$ cat src/rtl/fsm_sw_sequencer.sv
// fsm_sw_sequencer
// Drives the 3-bit sw input of the LED state machine from one of two sources.
// MANUAL passes the synchronised board switches, AUTO plays a fixed pattern
// table advanced by a prescaled tick, and PAUSE freezes the pattern position.
// Two raw buttons select the source.
// Optional feature: define SEQ_DEBOUNCE_EN to debounce the manual switches
// (DEB_CYC stable cycles). If it is undefined, the synchronised switches are
// used directly.
`timescale 1ns/1ps
module fsm_sw_sequencer #(
  parameter int TICK_DIV = 100_000_000,
  parameter int DEB_CYC  = 1_000_000,
  parameter int SEQ_LEN  = 12
) (
  input  logic       clk,
  input  logic       reset,
  input  logic [2:0] sw_in,
  input  logic       btn_mode,
  input  logic       btn_hold,
  output logic [2:0] sw_out,
  output logic [1:0] mode,
  output logic [3:0] step_idx,
  output logic       seq_done
);

  localparam int              TW        = $clog2(TICK_DIV);
  localparam logic [TW-1:0]   TICK_LAST = TW'(TICK_DIV - 1);
  localparam logic [3:0]      STEP_LAST = 4'(SEQ_LEN - 1);

  typedef enum logic [1:0] {
    ST_MANUAL = 2'b00,
    ST_AUTO   = 2'b01,
    ST_PAUSE  = 2'b10
  } state_e;

  // Reject parameter values that the counters cannot represent.
  if (TICK_DIV < 2 || DEB_CYC < 1 || SEQ_LEN < 1 || SEQ_LEN > 16) begin : g_param_check
    $error("fsm_sw_sequencer: parameter out of range");
  end

  // NOTE: the pattern table is a constant function that synthesises to logic.
  // It holds no state, so it needs no reset.
  function automatic logic [2:0] rom_lookup(input logic [3:0] idx);
    case (idx)
      4'd0:    rom_lookup = 3'b000;
      4'd1:    rom_lookup = 3'b001;
      4'd2:    rom_lookup = 3'b010;
      4'd3:    rom_lookup = 3'b011;
      4'd4:    rom_lookup = 3'b100;
      4'd5:    rom_lookup = 3'b101;
      4'd6:    rom_lookup = 3'b110;
      4'd7:    rom_lookup = 3'b001;
      4'd8:    rom_lookup = 3'b100;
      4'd9:    rom_lookup = 3'b101;
      4'd10:   rom_lookup = 3'b110;
      4'd11:   rom_lookup = 3'b111;
      default: rom_lookup = 3'b000;
    endcase
  endfunction

  logic [2:0] sw_s1_q, sw_s2_q;
  logic [1:0] btn_s1_q, btn_s2_q, btn_prev_q;  // [1] = mode button, [0] = hold button
  logic       mode_edge, hold_edge;

  // Two-flop synchronisers for all raw inputs, plus the previous button level.
  // NOTE: sequential state uses non-blocking assignments only. All flops then
  // sample pre-edge values, and the synchroniser chain behaves as a real shift.
  always_ff @(posedge clk or negedge reset) begin
    if (!reset) begin
      sw_s1_q    <= '0;
      sw_s2_q    <= '0;
      btn_s1_q   <= '0;
      btn_s2_q   <= '0;
      btn_prev_q <= '0;
    end else begin
      sw_s1_q    <= sw_in;
      sw_s2_q    <= sw_s1_q;
      btn_s1_q   <= {btn_mode, btn_hold};
      btn_s2_q   <= btn_s1_q;
      btn_prev_q <= btn_s2_q;
    end
  end

  assign mode_edge = btn_s2_q[1] & ~btn_prev_q[1];
  assign hold_edge = btn_s2_q[0] & ~btn_prev_q[0];

  logic [2:0] filt_d;

`ifdef SEQ_DEBOUNCE_EN
  localparam int            DW       = $clog2(DEB_CYC + 1);
  localparam logic [DW-1:0] DEB_LAST = DW'(DEB_CYC - 1);

  logic [2:0]    filt_q, cand_q, cand_d;
  logic [DW-1:0] deb_cnt_q, deb_cnt_d;

  // Debounce: accept a new switch value after DEB_CYC consecutive identical samples.
  // deb_cnt counts the samples already seen that equal the candidate value.
  // NOTE: every combinational output gets a default first. No path leaves a
  // value unassigned, so no latch is inferred.
  always_comb begin
    filt_d    = filt_q;
    cand_d    = cand_q;
    deb_cnt_d = deb_cnt_q;
    if (sw_s2_q == filt_q) begin
      deb_cnt_d = '0;
    end else if (sw_s2_q != cand_q) begin
      cand_d = sw_s2_q;
      if (DEB_CYC == 1) begin
        filt_d    = sw_s2_q;
        deb_cnt_d = '0;
      end else begin
        deb_cnt_d = DW'(1);
      end
    end else if (deb_cnt_q >= DEB_LAST) begin
      filt_d    = sw_s2_q;
      deb_cnt_d = '0;
    end else begin
      deb_cnt_d = deb_cnt_q + 1'b1;
    end
  end

  // Debounce state registers.
  always_ff @(posedge clk or negedge reset) begin
    if (!reset) begin
      filt_q    <= '0;
      cand_q    <= '0;
      deb_cnt_q <= '0;
    end else begin
      filt_q    <= filt_d;
      cand_q    <= cand_d;
      deb_cnt_q <= deb_cnt_d;
    end
  end
`else
  assign filt_d = sw_s2_q;
`endif

  state_e        state_q, state_d;
  logic [3:0]    step_q, step_d;
  logic [TW-1:0] tick_q, tick_d;
  logic [2:0]    sw_out_q, sw_out_d;
  logic          seq_done_q, seq_done_d;

  // Mode FSM, tick prescaler and pattern stepping. If both buttons rise
  // together, the mode button wins.
  always_comb begin
    state_d    = state_q;
    step_d     = step_q;
    tick_d     = tick_q;
    sw_out_d   = sw_out_q;
    seq_done_d = 1'b0;
    case (state_q)
      ST_MANUAL: begin
        sw_out_d = filt_d;
        if (mode_edge) begin
          state_d = ST_AUTO;
          step_d  = '0;
          tick_d  = '0;
        end
      end
      ST_AUTO: begin
        sw_out_d = rom_lookup(step_q);
        if (mode_edge) begin
          state_d = ST_MANUAL;
          step_d  = '0;
          tick_d  = '0;
        end else if (hold_edge) begin
          state_d = ST_PAUSE;
        end else if (tick_q == TICK_LAST) begin
          tick_d = '0;
          if (step_q == STEP_LAST) begin
            step_d     = '0;
            seq_done_d = 1'b1;
          end else begin
            step_d = step_q + 1'b1;
          end
        end else begin
          tick_d = tick_q + 1'b1;
        end
      end
      ST_PAUSE: begin
        if (mode_edge) begin
          state_d = ST_MANUAL;
          step_d  = '0;
          tick_d  = '0;
        end else if (hold_edge) begin
          state_d = ST_AUTO;
        end
      end
      default: begin
        state_d = ST_MANUAL;
        step_d  = '0;
        tick_d  = '0;
      end
    endcase
  end

  // State and output registers.
  always_ff @(posedge clk or negedge reset) begin
    if (!reset) begin
      state_q    <= ST_MANUAL;
      step_q     <= '0;
      tick_q     <= '0;
      sw_out_q   <= '0;
      seq_done_q <= 1'b0;
    end else begin
      state_q    <= state_d;
      step_q     <= step_d;
      tick_q     <= tick_d;
      sw_out_q   <= sw_out_d;
      seq_done_q <= seq_done_d;
    end
  end

  assign sw_out   = sw_out_q;
  assign mode     = state_q;
  assign step_idx = step_q;
  assign seq_done = seq_done_q;

endmodule

$ cat config.mk
export PLATFORM = sky130hd
export DESIGN_NAME = fsm_sw_sequencer
export DESIGN_NICKNAME = d
export VERILOG_FILES = /design/src/rtl/fsm_sw_sequencer.sv
export SDC_FILE = /design/constraint.sdc
export NUM_CORES = 1
export LEC_CHECK = 0
export CORE_MARGIN = 2
export CORE_UTILIZATION = 65
export CTS_BUF_LIST = sky130_fd_sc_hd__clkbuf_8
export DETAILED_ROUTE_END_ITERATION = 8
export GPL_TIMING_DRIVEN = 0
export PLACE_DENSITY = 0.84
export SLEW_MARGIN = 10
export SYNTH_ARGS = -nofsm -noshare
export SYNTH_HDL_FRONTEND = slang
export SYNTH_SLANG_ARGS = --single-unit
$ cat constraint.sdc
create_clock -name clk -period 7.3 [get_ports clk]
set_input_delay 0.73 -clock clk [delete_from_list [all_inputs] [get_ports clk]]
set_output_delay 0.73 -clock clk [all_outputs]
set_load 0.02 [all_outputs]
==> flow_summary.json <==
{
  "drt-initial-drc-count": 169,
  "max_freq_mhz": 395,
  "p_comb_share_pct": 16.7,
  "power_frac_seq_pct": 51.1,
  "synthTopCellsByCount": "dfrtp_1, nand2_1, o21ai_0, nand3_1, nor2_1",
  "switching_share_pct": 27.2,
  "power_leakage_uw": 0.00108,
  "finalWirelength_um": 5080,
  "status": "finished, final reports clean",
  "rows": 22,
  "timing.critical_path.buf_inv": 2,
  "skew_ps": 4.13,
  "hold_ws_ps": 357,
  "track_usage_pct": 28.0,
  "ys_async_sr_fraction_pct": 100,
  "io_buffers": 16,
  "synth_cell_types": 39,
  "grt_pass1_wl_um": 8980,
  "cts_tree": "yes",
  "cts_hold_buf": 0,
  "ir_worst_vdd_mv": 0.119,
  "max_slew_margin_pct": 48.5,
  "clockRootBuffer": "clkbuf_8",
  "vias_per_cell": 6.22,
  "setup_viol": 0,
  "finalCriticalPeriod_ps": 2530,
  "synth_edf_count": 0,
  "synthTopCellsByArea": "dfrtp_1, nand2_1, o21ai_0",
  "place_congestion": 0.840,
  "pin_count": 17,
  "rsz0062_at_grt": "no",
  "wl_per_cell_um": 15.5,
  "syn-num-nets": 266,
  "p_switching_uw": 156,
  "syn_inst": 255,
  "critPathLaunchType": "register",
  "clk_path_buf_depth": 2,
  "grt_max_degree": 26,
  "fp.dieH_um": 64.7,
  "cts_buffers": 5,
  "vias": 2033,
  "hpwlAfterDp_um": 3660,
  "die_area_um2": 4180,
  "cts_resized": 0,
  "clkPwrFrac_pct": 32.2,
  "crit_required_ps": 7480,
  "final-hold-violation-count": 0,
  "synth.most_common_cell": "dfrtp_1",
  "die_w_um": 64.7,
  "power.density_nw_per_um2": 210,
  "cp-end-kind": "register",
  "post-cts-setup-buffers": 0,
  "maxCapViolations": 0,
  "grt_pass1_vias": 1949,
  "crit_family": "simple AND/OR/NAND/NOR gates",
  "overflow": 0,
  "synth.top_cell.area_share_pct": 51.3,
  "syn_to_final_growth_pct": 14.5,
  "drcViolationCount": 0,
  "drtPass1Iterations": 5,
  "h-tree-depth": 2,
  "crit_path_top_delay_cell": "or4_4",
  "p_int_uw": 418,
  "tightest_slew_ps": 773,
  "clock_sink_count": 49,
  "hold_path_class": "register to register",
  "crit_fanout": 10,
  "clk_pin_slew_ps": 80,
  "critical_path_arrival_ps": 2710,
  "synth_flop_cell": "dfrtp_1",
  "yosys_warnings": 0,
  "worstSkewPairLatency_ps": 300,
  "max_stage_delay_ps": 550,
  "reg2reg_slack_ps": 4770,
  "diodes": 0,
  "drive_gt1_share_pct": 5.73,
  "setup_tns_ps": 0,
  "critPathKind": "register to register",
  "slew_violations": 0,
  "antenna_found_initial": 0,
  "core_area_um2": 3610,
  "period_share_pct": 34.7,
  "worstPathCellList": "ha_1 -> nand4_1 -> or4_4 -> or4_1 -> buf_2 -> a21oi_4 -> buf_6 -> a21oi_1",
  "yosys.area.top_type": "dfrtp_1",
  "avgSynthCellArea_um2": 9.38,
  "seq_area_frac_synth_pct": 51.3,
  "final_antenna_net_count": 0,
  "ys_ff_latch": 49,
  "syn_area_um2": 2390,
  "fin_nets": 290,
  "initial_core_util_pct": 66.3
}
-- stage by stage --
step / setup WS (ps) / instances / utilization, % / instance area, µm² / total power, µW
2_1_floorplan: 5010 / 255 / - / 2390 / 353
3_3_place_gp: 4180 / 319 / 72.4 / 2610 / 390
3_5_place_dp: 4780 / 320 / 73.0 / 2630 / 395
4_1_cts: 4770 / 327 / 75.9 / 2740 / 577
5_1_grt: 4630 / 327 / 75.9 / 2740 / 601
6_report: 4770 / 327 / 75.9 / 2740 / 574
-- metal layers --
layer	GRT usage (%)	vias to the layer above	wire length (µm)
li1	-	970	-
met1	37.5	979	2240
met2	44.8	72	2480
met3	5.03	12	244
met4	12.8	0	115
met5	0	-	0
-- final cells by class --
type / count / area, µm²
buffer: 8 / 38.8
clock buffer: 5 / 68.8
clock inverter: 2 / 35.0
fill: 247 / 868
inverter: 11 / 41.3
multi-input combinational: 187 / 1080
sequential: 49 / 1230
tap: 48 / 60.1
timing repair buffer: 17 / 183
-- worst paths after layout --
kind	from	end	cells past startpoint
setup / recovery	tick_q[0]	tick_q[24]	8
hold / removal	sw_s1_q[1]	filt_d[1]	0
setup reg to reg	tick_q[0]	tick_q[24]	8
hold reg to reg	sw_s1_q[1]	filt_d[1]	0
max in group asynchronous	reset	tick_q[3]	2
min in group asynchronous	reset	btn_prev_q[0]	1
-- power groups by stage --
| stage | logic [µW] | registers, µW | clock network (µW) |
|---|---|---|---|
| after floorplan | 47.5 | 305 | 0 |
| after global placement | 92.3 | 298 | 0 |
| after detailed placement | 95.8 | 299 | 0 |
| after CTS | 96.2 | 293 | 188 |
| after global routing | 108 | 295 | 199 |
| final | 95.9 | 293 | 185 |
-- registers in the layout (all words and copies together) (netlist names) --
signal / flops
tick_q: 27
step_idx: 4
filt_d: 3
sw_out: 3
sw_s1_q: 3
btn_prev_q: 2
btn_s1_q: 2
btn_s2_q: 2
mode: 2
seq_done: 1
-- kinds of logic (layout without fill, tap and decap cells) --
family          count (synthesis)  in the layout  share of synthesized area [%]
compound gates                 50             50                           12.5
buf+inv                        19             43                           3.35
flops                          49             49                           51.3
simple gates                  125            125                           27.8
xor+xnor                        8              8                           2.93
fa+ha+maj                       4              4                           2.09
-- cells in the final DEF (no fill, tap or decap), drive strengths merged, types with 4 or more instances in the layout --
master	n
nand2	30
nor2b	6
nor2	19
nand3	19
a21oi	15
xor2	6
inv	11
nand4	13
dfrtp	49
clkdlybuf4s50	15
or3	4
clkbuf	10
o21ai	20
buf	5
ha	4
o31ai	4
nor3	10
or4	13
Power figures use the tool's default switching activity.
